<file path="config.mk">
export PLATFORM = sky130hd
export DESIGN_NAME = vocoder_frame_ctrl
export DESIGN_NICKNAME = d
export VERILOG_FILES = /design/src/rtl/vocoder_frame_ctrl_pkg.sv /design/src/rtl/vocoder_frame_ctrl_cycle_counter.sv /design/src/rtl/vocoder_frame_ctrl.sv
export SDC_FILE = /design/constraint.sdc
export NUM_CORES = 1
export LEC_CHECK = 0
export ABC_CLOCK_PERIOD_IN_PS = 2100
export CELL_PAD_IN_SITES_DETAIL_PLACEMENT = 1
export CELL_PAD_IN_SITES_GLOBAL_PLACEMENT = 1
export CORE_AREA = 10 10 133 135
export DETAILED_ROUTE_END_ITERATION = 16
export DIE_AREA = 0 0 143 145
export PLACE_DENSITY = 0.91
export SLEW_MARGIN = 25
export SYNTH_ARGS = -nofsm -noshare
export SYNTH_HDL_FRONTEND = slang
export SYNTH_SLANG_ARGS = --single-unit
</file>
<file path="constraint.sdc">
create_clock -name clock -period 2.1 [get_ports clock]
set_clock_uncertainty 0.05 [all_clocks]
set_input_delay 0.42 -clock clock [delete_from_list [all_inputs] [get_ports clock]]
set_output_delay 0.42 -clock clock [all_outputs]
set_load 0.02 [all_outputs]
</file>
<file path="src/rtl/vocoder_frame_ctrl_pkg.sv">
// Shared pitch-shifter definitions: frame controller state encoding,
// default datapath widths and pipeline latencies.
package vocoder_frame_ctrl_pkg;

  localparam int unsigned PHASE_WIDTH_DEF = 24;
  localparam int unsigned K_WIDTH_DEF     = 11;
  localparam int unsigned F_WIDTH_DEF     = K_WIDTH_DEF + 21 + 6;
  localparam int unsigned RAM_LATENCY_DEF = 2;
  localparam int unsigned VOC_LATENCY_DEF = 14;

  typedef enum logic [1:0] {
    ST_IDLE  = 2'd0,
    ST_READ  = 2'd1,
    ST_ISSUE = 2'd2,
    ST_WAIT  = 2'd3
  } frame_state_e;

  function automatic int unsigned max_u(input int unsigned a, input int unsigned b);
    return (a > b) ? a : b;
  endfunction

  // Bits needed to hold a down-counter load value of max_val.
  function automatic int unsigned cnt_width(input int unsigned max_val);
    return (max_val < 2) ? 1 : $clog2(max_val + 1);
  endfunction

endpackage

</file>
<file path="src/rtl/vocoder_frame_ctrl_cycle_counter.sv">
// Loadable down-counter that saturates at zero and flags terminal count.
module vocoder_frame_ctrl_cycle_counter #(
  parameter int unsigned WIDTH = 4
) (
  input  logic             clock,
  input  logic             reset_n,
  input  logic             load,
  input  logic [WIDTH-1:0] load_val,
  output logic [WIDTH-1:0] count,
  output logic             tc
);

  logic [WIDTH-1:0] count_q, count_d;

  always_comb begin
    count_d = count_q;
    if (load) begin
      count_d = load_val;
    end else if (count_q != '0) begin
      count_d = count_q - WIDTH'(1);
    end
  end

  always_ff @(posedge clock or negedge reset_n) begin
    if (!reset_n) begin
      count_q <= '0;
    end else begin
      count_q <= count_d;
    end
  end

  assign count = count_q;
  assign tc    = (count_q == '0);

endmodule

</file>
<file path="src/rtl/vocoder_frame_ctrl.sv">
// Per-frame sequencer: reads current/previous phase from the ping-pong RAM,
// issues one vocoder request and latches the returned fundamental.
module vocoder_frame_ctrl
  import vocoder_frame_ctrl_pkg::*;
#(
  parameter int unsigned PHASE_WIDTH = PHASE_WIDTH_DEF,
  parameter int unsigned K_WIDTH     = K_WIDTH_DEF,
  parameter int unsigned F_WIDTH     = F_WIDTH_DEF,
  parameter int unsigned RAM_LATENCY = RAM_LATENCY_DEF,
  parameter int unsigned VOC_LATENCY = VOC_LATENCY_DEF
) (
  input  logic                   clock,
  input  logic                   reset_n,
  input  logic                   frame_done,
  input  logic [K_WIDTH-1:0]     frame_k_max,
  output logic                   write_bank,
  output logic                   phase_rd_en,
  output logic [K_WIDTH-1:0]     phase_addr,
  input  logic [PHASE_WIDTH-1:0] cur_phase,
  input  logic [PHASE_WIDTH-1:0] last_phase_in,
  output logic [PHASE_WIDTH-1:0] voc_phase,
  output logic [PHASE_WIDTH-1:0] voc_last_phase,
  output logic [K_WIDTH-1:0]     voc_k_max,
  output logic                   voc_valid,
  input  logic [F_WIDTH-1:0]     voc_fundamental,
  input  logic                   voc_fundamental_valid,
  output logic [F_WIDTH-1:0]     fundamental,
  output logic                   fundamental_valid,
  output logic                   busy,
  input  logic                   clear_flags,
  output logic                   overrun,
  output logic                   timeout
);

  localparam int unsigned CNT_W = cnt_width(max_u(RAM_LATENCY, VOC_LATENCY + 1));
  localparam logic [CNT_W-1:0] RAM_LOAD = CNT_W'(RAM_LATENCY);
  // Loaded on leaving READ so it spans ISSUE plus the vocoder window.
  localparam logic [CNT_W-1:0] VOC_LOAD = CNT_W'(VOC_LATENCY + 1);

  frame_state_e state_q, state_d;

  logic                   primed_q, primed_d;
  logic                   wb_q, wb_d;
  logic [K_WIDTH-1:0]     k_q, k_d;
  logic [PHASE_WIDTH-1:0] vp_q, vp_d;
  logic [PHASE_WIDTH-1:0] vlp_q, vlp_d;
  logic [K_WIDTH-1:0]     vk_q, vk_d;
  logic [F_WIDTH-1:0]     fund_q, fund_d;
  logic                   fv_q, fv_d;
  logic                   ovr_q, ovr_d;
  logic                   to_q, to_d;

  logic             cnt_load;
  logic [CNT_W-1:0] cnt_val;
  logic [CNT_W-1:0] cnt_count;
  logic             cnt_tc;
  logic             start;
  logic             capture;
  logic             fund_hit;
  logic             to_hit;

  vocoder_frame_ctrl_cycle_counter #(
    .WIDTH (CNT_W)
  ) u_cycle_counter (
    .clock    (clock),
    .reset_n  (reset_n),
    .load     (cnt_load),
    .load_val (cnt_val),
    .count    (cnt_count),
    .tc       (cnt_tc)
  );

  always_ff @(posedge clock or negedge reset_n) begin
    if (!reset_n) begin
      state_q <= ST_IDLE;
    end else begin
      state_q <= state_d;
    end
  end

  always_comb begin
    state_d = state_q;
    case (state_q)
      ST_IDLE:  if (frame_done && primed_q) state_d = ST_READ;
      ST_READ:  if (cnt_tc) state_d = ST_ISSUE;
      ST_ISSUE: state_d = ST_WAIT;
      ST_WAIT:  if (voc_fundamental_valid || cnt_tc) state_d = ST_IDLE;
      default:  state_d = ST_IDLE;
    endcase
  end

  always_comb begin
    busy        = (state_q != ST_IDLE);
    phase_rd_en = (state_q == ST_READ) && (cnt_count == RAM_LOAD);
    voc_valid   = (state_q == ST_ISSUE);
    start       = (state_q == ST_IDLE) && frame_done && primed_q;
    capture     = (state_q == ST_READ) && cnt_tc;
    fund_hit    = (state_q == ST_WAIT) && voc_fundamental_valid;
    to_hit      = (state_q == ST_WAIT) && cnt_tc && !voc_fundamental_valid;
    cnt_load    = start || capture;
    cnt_val     = capture ? VOC_LOAD : RAM_LOAD;
  end

  always_comb begin
    primed_d = primed_q;
    wb_d     = wb_q;
    k_d      = k_q;
    vp_d     = vp_q;
    vlp_d    = vlp_q;
    vk_d     = vk_q;
    fund_d   = fund_q;
    fv_d     = fund_hit;
    ovr_d    = ovr_q;
    to_d     = to_q;
    if ((state_q == ST_IDLE) && frame_done) begin
      wb_d     = ~wb_q;
      k_d      = frame_k_max;
      primed_d = 1'b1;
    end
    if (capture) begin
      vp_d  = cur_phase;
      vlp_d = last_phase_in;
      vk_d  = k_q;
    end
    if (fund_hit) begin
      fund_d = voc_fundamental;
    end
    // Clear first so a coincident set event wins.
    if (clear_flags) begin
      ovr_d = 1'b0;
      to_d  = 1'b0;
    end
    if (frame_done && busy) ovr_d = 1'b1;
    if (to_hit) to_d = 1'b1;
  end

  always_ff @(posedge clock or negedge reset_n) begin
    if (!reset_n) begin
      primed_q <= 1'b0;
      wb_q     <= 1'b0;
      k_q      <= '0;
      vp_q     <= '0;
      vlp_q    <= '0;
      vk_q     <= '0;
      fund_q   <= '0;
      fv_q     <= 1'b0;
      ovr_q    <= 1'b0;
      to_q     <= 1'b0;
    end else begin
      primed_q <= primed_d;
      wb_q     <= wb_d;
      k_q      <= k_d;
      vp_q     <= vp_d;
      vlp_q    <= vlp_d;
      vk_q     <= vk_d;
      fund_q   <= fund_d;
      fv_q     <= fv_d;
      ovr_q    <= ovr_d;
      to_q     <= to_d;
    end
  end

  assign write_bank        = wb_q;
  assign phase_addr        = k_q;
  assign voc_phase         = vp_q;
  assign voc_last_phase    = vlp_q;
  assign voc_k_max         = vk_q;
  assign fundamental       = fund_q;
  assign fundamental_valid = fv_q;
  assign overrun           = ovr_q;
  assign timeout           = to_q;

endmodule
</file>
Word-level counts from Yosys, hierarchy flattened
Index checks and enable logic that the tools add are counted.

storage, ports and cells
  ROM bits = 0
  RAM bits = 0
  output and inout bits = 115
  input bits = 102
  latch bits = 0
  memories kept = 0
  register bits after elaboration = 119

operators by class
  reduce and logical (&&, ||, !) cells = 20
  $mul = 0
  div/mod/pow operators = 0
  eq/ne operators = 7
  muxes and demuxes = 10
  bitwise logic cells = 1
  add/sub/neg operators = 1
  magnitude comparators = 0
  shifts and indexed selects = 0

operators with widths
  cell                   number
  $mux W4                3
  $logic_and A1 B1 Y1    9
  $pmux W2 S4            1
  $reduce_bool A2 Y1     4
  $mux W2                3
  $ne A2 B2 Y1 const B   3
  $eq A2 B2 Y1 const B   2
  $eq A4 B2 Y1 const B   1
  $logic_not A4 Y1       1
  $reduce_bool A4 Y1     1
  $sub A4 B1 Y4 const B  1
  $mux W1                3
  $reduce_and A3 Y1      1
  $eq A2 B1 Y1 const B   1
  $logic_not A2 Y1       1
  $logic_or A1 B1 Y1     2
  $logic_not A1 Y1       1
  $not A1 Y1             1

Depth between registers and ports, before layout
  depth after elaboration = 5
  depth in mapped cells = 6
  gate-level depth less buffers = 6

By module
A second synthesis with hierarchy kept.

second synthesis, totals
  cell total of the unflattened synthesis = 295
  area, all modules = 4,689.5 um^2

modules (own cells, without submodules)
  module                            area each (um^2)  sequential area each (um^2)  cells an instance  times used
  vocoder_frame_ctrl                4,455.5           2,877.8                      273                1
  vocoder_frame_ctrl_cycle_counter  234.0             100.1                        22                 1

Least setup slack after synthesis
OpenSTA, ideal clock, no wires.

  path type = register -> register
  from = register state_q[1]
  to = register vk_q[0], in the netlist voc_k_max[0]
  arrival = 1,438 ps
  library setup time = 125 ps
  path slack = 486 ps
  buffers on the path = 2
  cell stages (with the launch flop) = 7
  clock period less this slack = 1,614 ps
  cells stage by stage = dfrtp_1 inv_1 ha_1 and3_4 buf_12 buf_12 mux2_4

on the way
  word-level cells in the longest chain between the ends = 2

ends and longest elaborated chain
  what                      RTL line                   RTL
  start: declaration        vocoder_frame_ctrl.sv:40   frame_state_e state_q, state_d;
  start signal: assignment  vocoder_frame_ctrl.sv:77   state_q <= state_d;
  $eq A2 B1 Y1              vocoder_frame_ctrl.sv:97   capture = (state_q == ST_READ) && cnt_tc;
  $logic_and A1 B1 Y1       vocoder_frame_ctrl.sv:97
  end signal: assignment    vocoder_frame_ctrl.sv:155  vk_q <= vk_d;
  end: declaration          vocoder_frame_ctrl.sv:47   logic [K_WIDTH-1:0] vk_q, vk_d;

Every way passes these cells.
A chain may end at the register's enable or synchronous reset.

Worst setup path in the final report
  from = register state_q[1]
  to = register vp_q[0], in the netlist voc_phase[0]

on the way
  word-level cells in the longest chain between the ends = 2

ends and longest elaborated chain
  what                    RTL line                   RTL
  $eq A2 B1 Y1            vocoder_frame_ctrl.sv:97
  $logic_and A1 B1 Y1     vocoder_frame_ctrl.sv:97
  end signal: assignment  vocoder_frame_ctrl.sv:153  vp_q <= vp_d;
  end: declaration        vocoder_frame_ctrl.sv:45   logic [PHASE_WIDTH-1:0] vp_q, vp_d;

Every way passes these cells.

==> results.txt <==
The detailed router's first-iteration violation count is 71. The final hold slack is 0.05050 ns. TritonCTS built the clock tree.

The worst setup path is launched from a register. The worst setup path is captured at a register. The worst-case setup slack after placement came out at 0.1387 ns.

Across the run, the number of max-cap violations was 0. The shortest period the worst path allows came out at 1.992 ns. The final weighted congestion in routability-driven placement came out at 0.7714.

The achievable clock frequency came out at 0.5021 GHz. The clock-pin slew of the registers on the worst-case setup and hold paths came out at 0.05 ns. Yosys mapped a number of flops with a built-in enable equal to 0. The number of max-slew violations in the final report is 0. Data on the critical path is required at its endpoint by 2.34 ns. Ranked by total cell area, the synthesized netlist is headed by sky130_fd_sc_hd__dfrtp_1 (61%), sky130_fd_sc_hd__mux2_4 (18%), sky130_fd_sc_hd__mux2_2 (11%).

The floorplan step set the die width to 143 um. The depth of the CTS H-tree is 4. Before antenna repair, the detailed router went through 4 iterations.

The fraction of layout instances using a drive strength above 1 came out at 0.2887. The antenna cell count is 0. The post-synthesis to final-layout area growth came out at 60.29%.

The core region is 0.01503 sq mm. Counting flops with an async set or reset pin after synthesis yields a share of 1.000. Ranked by instance count, the synthesized netlist is headed by sky130_fd_sc_hd__dfrtp_1 (119), sky130_fd_sc_hd__mux2_4 (58), sky130_fd_sc_hd__mux2_2 (50), sky130_fd_sc_hd__inv_1 (9). The number of vias after detailed routing came out at 3277. The number of antenna violations at the first check in global routing is 0. The number of nets in the layout is 626. The critical-path maximum fanout came out at 26.

The signal on the critical path passes through inv_1 -> ha_1 -> buf_4 -> and3_4 -> buf_12 -> mux2_2. For this run, the total global-route usage over all layers was measured as 0.1479. The post-synthesis cell count came out at 286. The area occupied by registers came out at 0.002978 sq mm. The I/O pin total is 217. Across all setup checks in the final design, the least slack found is 0.1084 ns. The kind of cell with the highest combined delay along the critical path is buffers and inverters. In the post-synthesis netlist, the cell with the most instances is sky130_fd_sc_hd__dfrtp_1. Buffers inserted to repair hold after CTS numbered 0. In the final layout, the multi-input gates occupy 0.001738 sq mm. Of the available clock period, the critical path in the final layout requires 0.9484.

The number of buffers inserted during clock tree synthesis came out at 17. The wire length of the first global-routing pass is 23470 um. Power comes to 13.56 mW. The ratio of total power to cell area is 1726 mW/mm^2. The number of design rule violations left after detail routing is 0. The count of final hold-check violations was 0. The number of distinct standard cells referenced by the synthesized netlist is 28. The total buffers and inverters traversed by the critical path came out at 3. The mean area per synthesized cell is 17.14 sq um.

The row count came out at 45. The delay of the slowest cell on the worst path came out at 0.41 ns. The cell area after placement came out at 0.007242 sq mm.

After synthesis the cells add up to 0.004902 sq mm. Once detailed placement completed, the half-perimeter wirelength came to 11450 um. The critical path is of the register to register type. For this run, the leading register cell type out of synthesis is sky130_fd_sc_hd__dfrtp_1. The kind of path behind the tightest hold check is input pin to async pin. The largest total area in the synthesized netlist belongs to sky130_fd_sc_hd__dfrtp_1. The initial core utilization came out at 0.3261.

The total grt overflow is 0. CTS saw 119 sinks. The standard cell with the maximum stage delay on the critical path is sky130_fd_sc_hd__dfrtp_1.

The via count of the first global-routing pass is 3797. The pin count of the biggest net entering global routing is 120. The root buffer cell chosen for the clock tree is sky130_fd_sc_hd__clkbuf_16. At the worst endpoint, the arrival time is 2.23 ns.

The die is 145 um tall. The fraction of post-synthesis cell area in the top cell type by area is 0.6075. The routed length per placed instance came out at 21.24 um. The peak supply drop came out at 0.0005984 V. The final non-filler cell area came out at 0.007858 sq mm. The mean number of vias per cell came out at 4.564. The number of filler instances in the final layout is 1456. The buffer levels on the longest clock path came out at 2.

The tightest slew margin relative to the limit is 0.5758. The slew at the pin closest to its max-slew limit is 0.6363 ns. The clock reaches the later pin of the worst-skew pair after 0.41 ns. The final setup violation count is 0.

The die footprint came out at 0.02074 sq mm. Setup repair after global routing left no endpoint under its margin. In this run, synthesis produced a sequential element count of 119.

The flow ran to the end, and the final reports show no timing, DRC or antenna violations. Yosys printed 0 warnings. The final total negative setup slack is 0 ns. The sequential share of the synthesized area is 0.6075. The total routed wirelength is 15250 um.

The number of nets with antenna violations after routing is 0. For this design the static power due to leakage is 3.403 nW. The synthesized netlist net count is 395. Buffers placed on the I/O ports in this run total 216.
==> registers in the layout, indices dropped and copies added, names as in the netlist <==
register               cells
write_bank                 1
state_q                    2
voc_phase                 24
fundamental_valid          1
fundamental               38
primed_q                   1
voc_last_phase            24
phase_addr                11
timeout                    1
u_cycle_counter.count      4
overrun                    1
voc_k_max                 11
==> placed cells by master, fill, tap and decap left out, drive strengths merged, types with 2 or more instances in the layout <==
cell type,synthesis,layout
xnor2,2,2
nor2,3,3
inv,9,9
mux2,109,109
o21ai,2,2
clkdlybuf4s50,0,212
clkinv,0,5
ha,7,7
buf,12,9
a22o,2,2
nor3,2,2
bufinv,0,3
clkbuf,0,25
nand2,6,6
dlygate4sd2,0,2
and3,3,3
dfrtp,119,119
==> stage by stage <==
step / utilization / std cells
finish: 0.5227 / 718
detailed placement: 0.4817 / 686
CTS: 0.5223 / 718
global route: 0.5227 / 718
global placement: 0.4817 / 686
floorplan: - / 286
==> power breakdown <==
part / switching (mW) / internal (mW)
logic: 2.89 / 3.53
registers: 0.708 / 3.45
clock network: 0.999 / 1.99
==> cells by family (layout without fill, tap and decap cells) <==
group	Yosys count	after routing	synth area share
compound gates	9	9	0.01379
xor+xnor	3	3	0.005361
fa+ha+maj	7	7	0.01787
buf+inv	21	265	0.04058
flops	119	119	0.6075
mux	110	110	0.2968
simple gates	17	17	0.01812
==> routing by layer <==
layer  up-vias  part of all wire  global-route usage
li1       1455                 -                   -
met1      1683              0.37              0.1543
met2       124              0.54              0.2652
met3        15             0.072             0.05215
met4         0             0.015             0.05263
met5         -                 0                   0
==> worst paths after layout <==
check	cells past startpoint	to	from	slack, ns
max	6	voc_phase[0]	state_q[1]	0.11
min	2	voc_last_phase[12]	reset_n	0.05
max reg2reg	6	voc_phase[0]	state_q[1]	0.11
min reg2reg	1	write_bank	write_bank	0.43
max in group asynchronous	2	state_q[1]	reset_n	1.47
min in group clock	1	write_bank	write_bank	0.43
==> cell type report <==
class,instances,share of cell area
timing repair buffer,224,0.2879
sequential,119,0.3790
tap,188,0.02994
inverter,9,0.004299
clock buffer,24,0.06258
multi-input combinational,146,0.2212
clock inverter,8,0.01513
==> timing repair <==
action | CTS | global route
buffers inserted | 0 | 0
setup endpoints to repair | 3 | 2
gates resized for setup | 5 | 3
endpoints found under the hold margin | 0 | 0
Note: power is estimated with default switching activity, not from simulation.
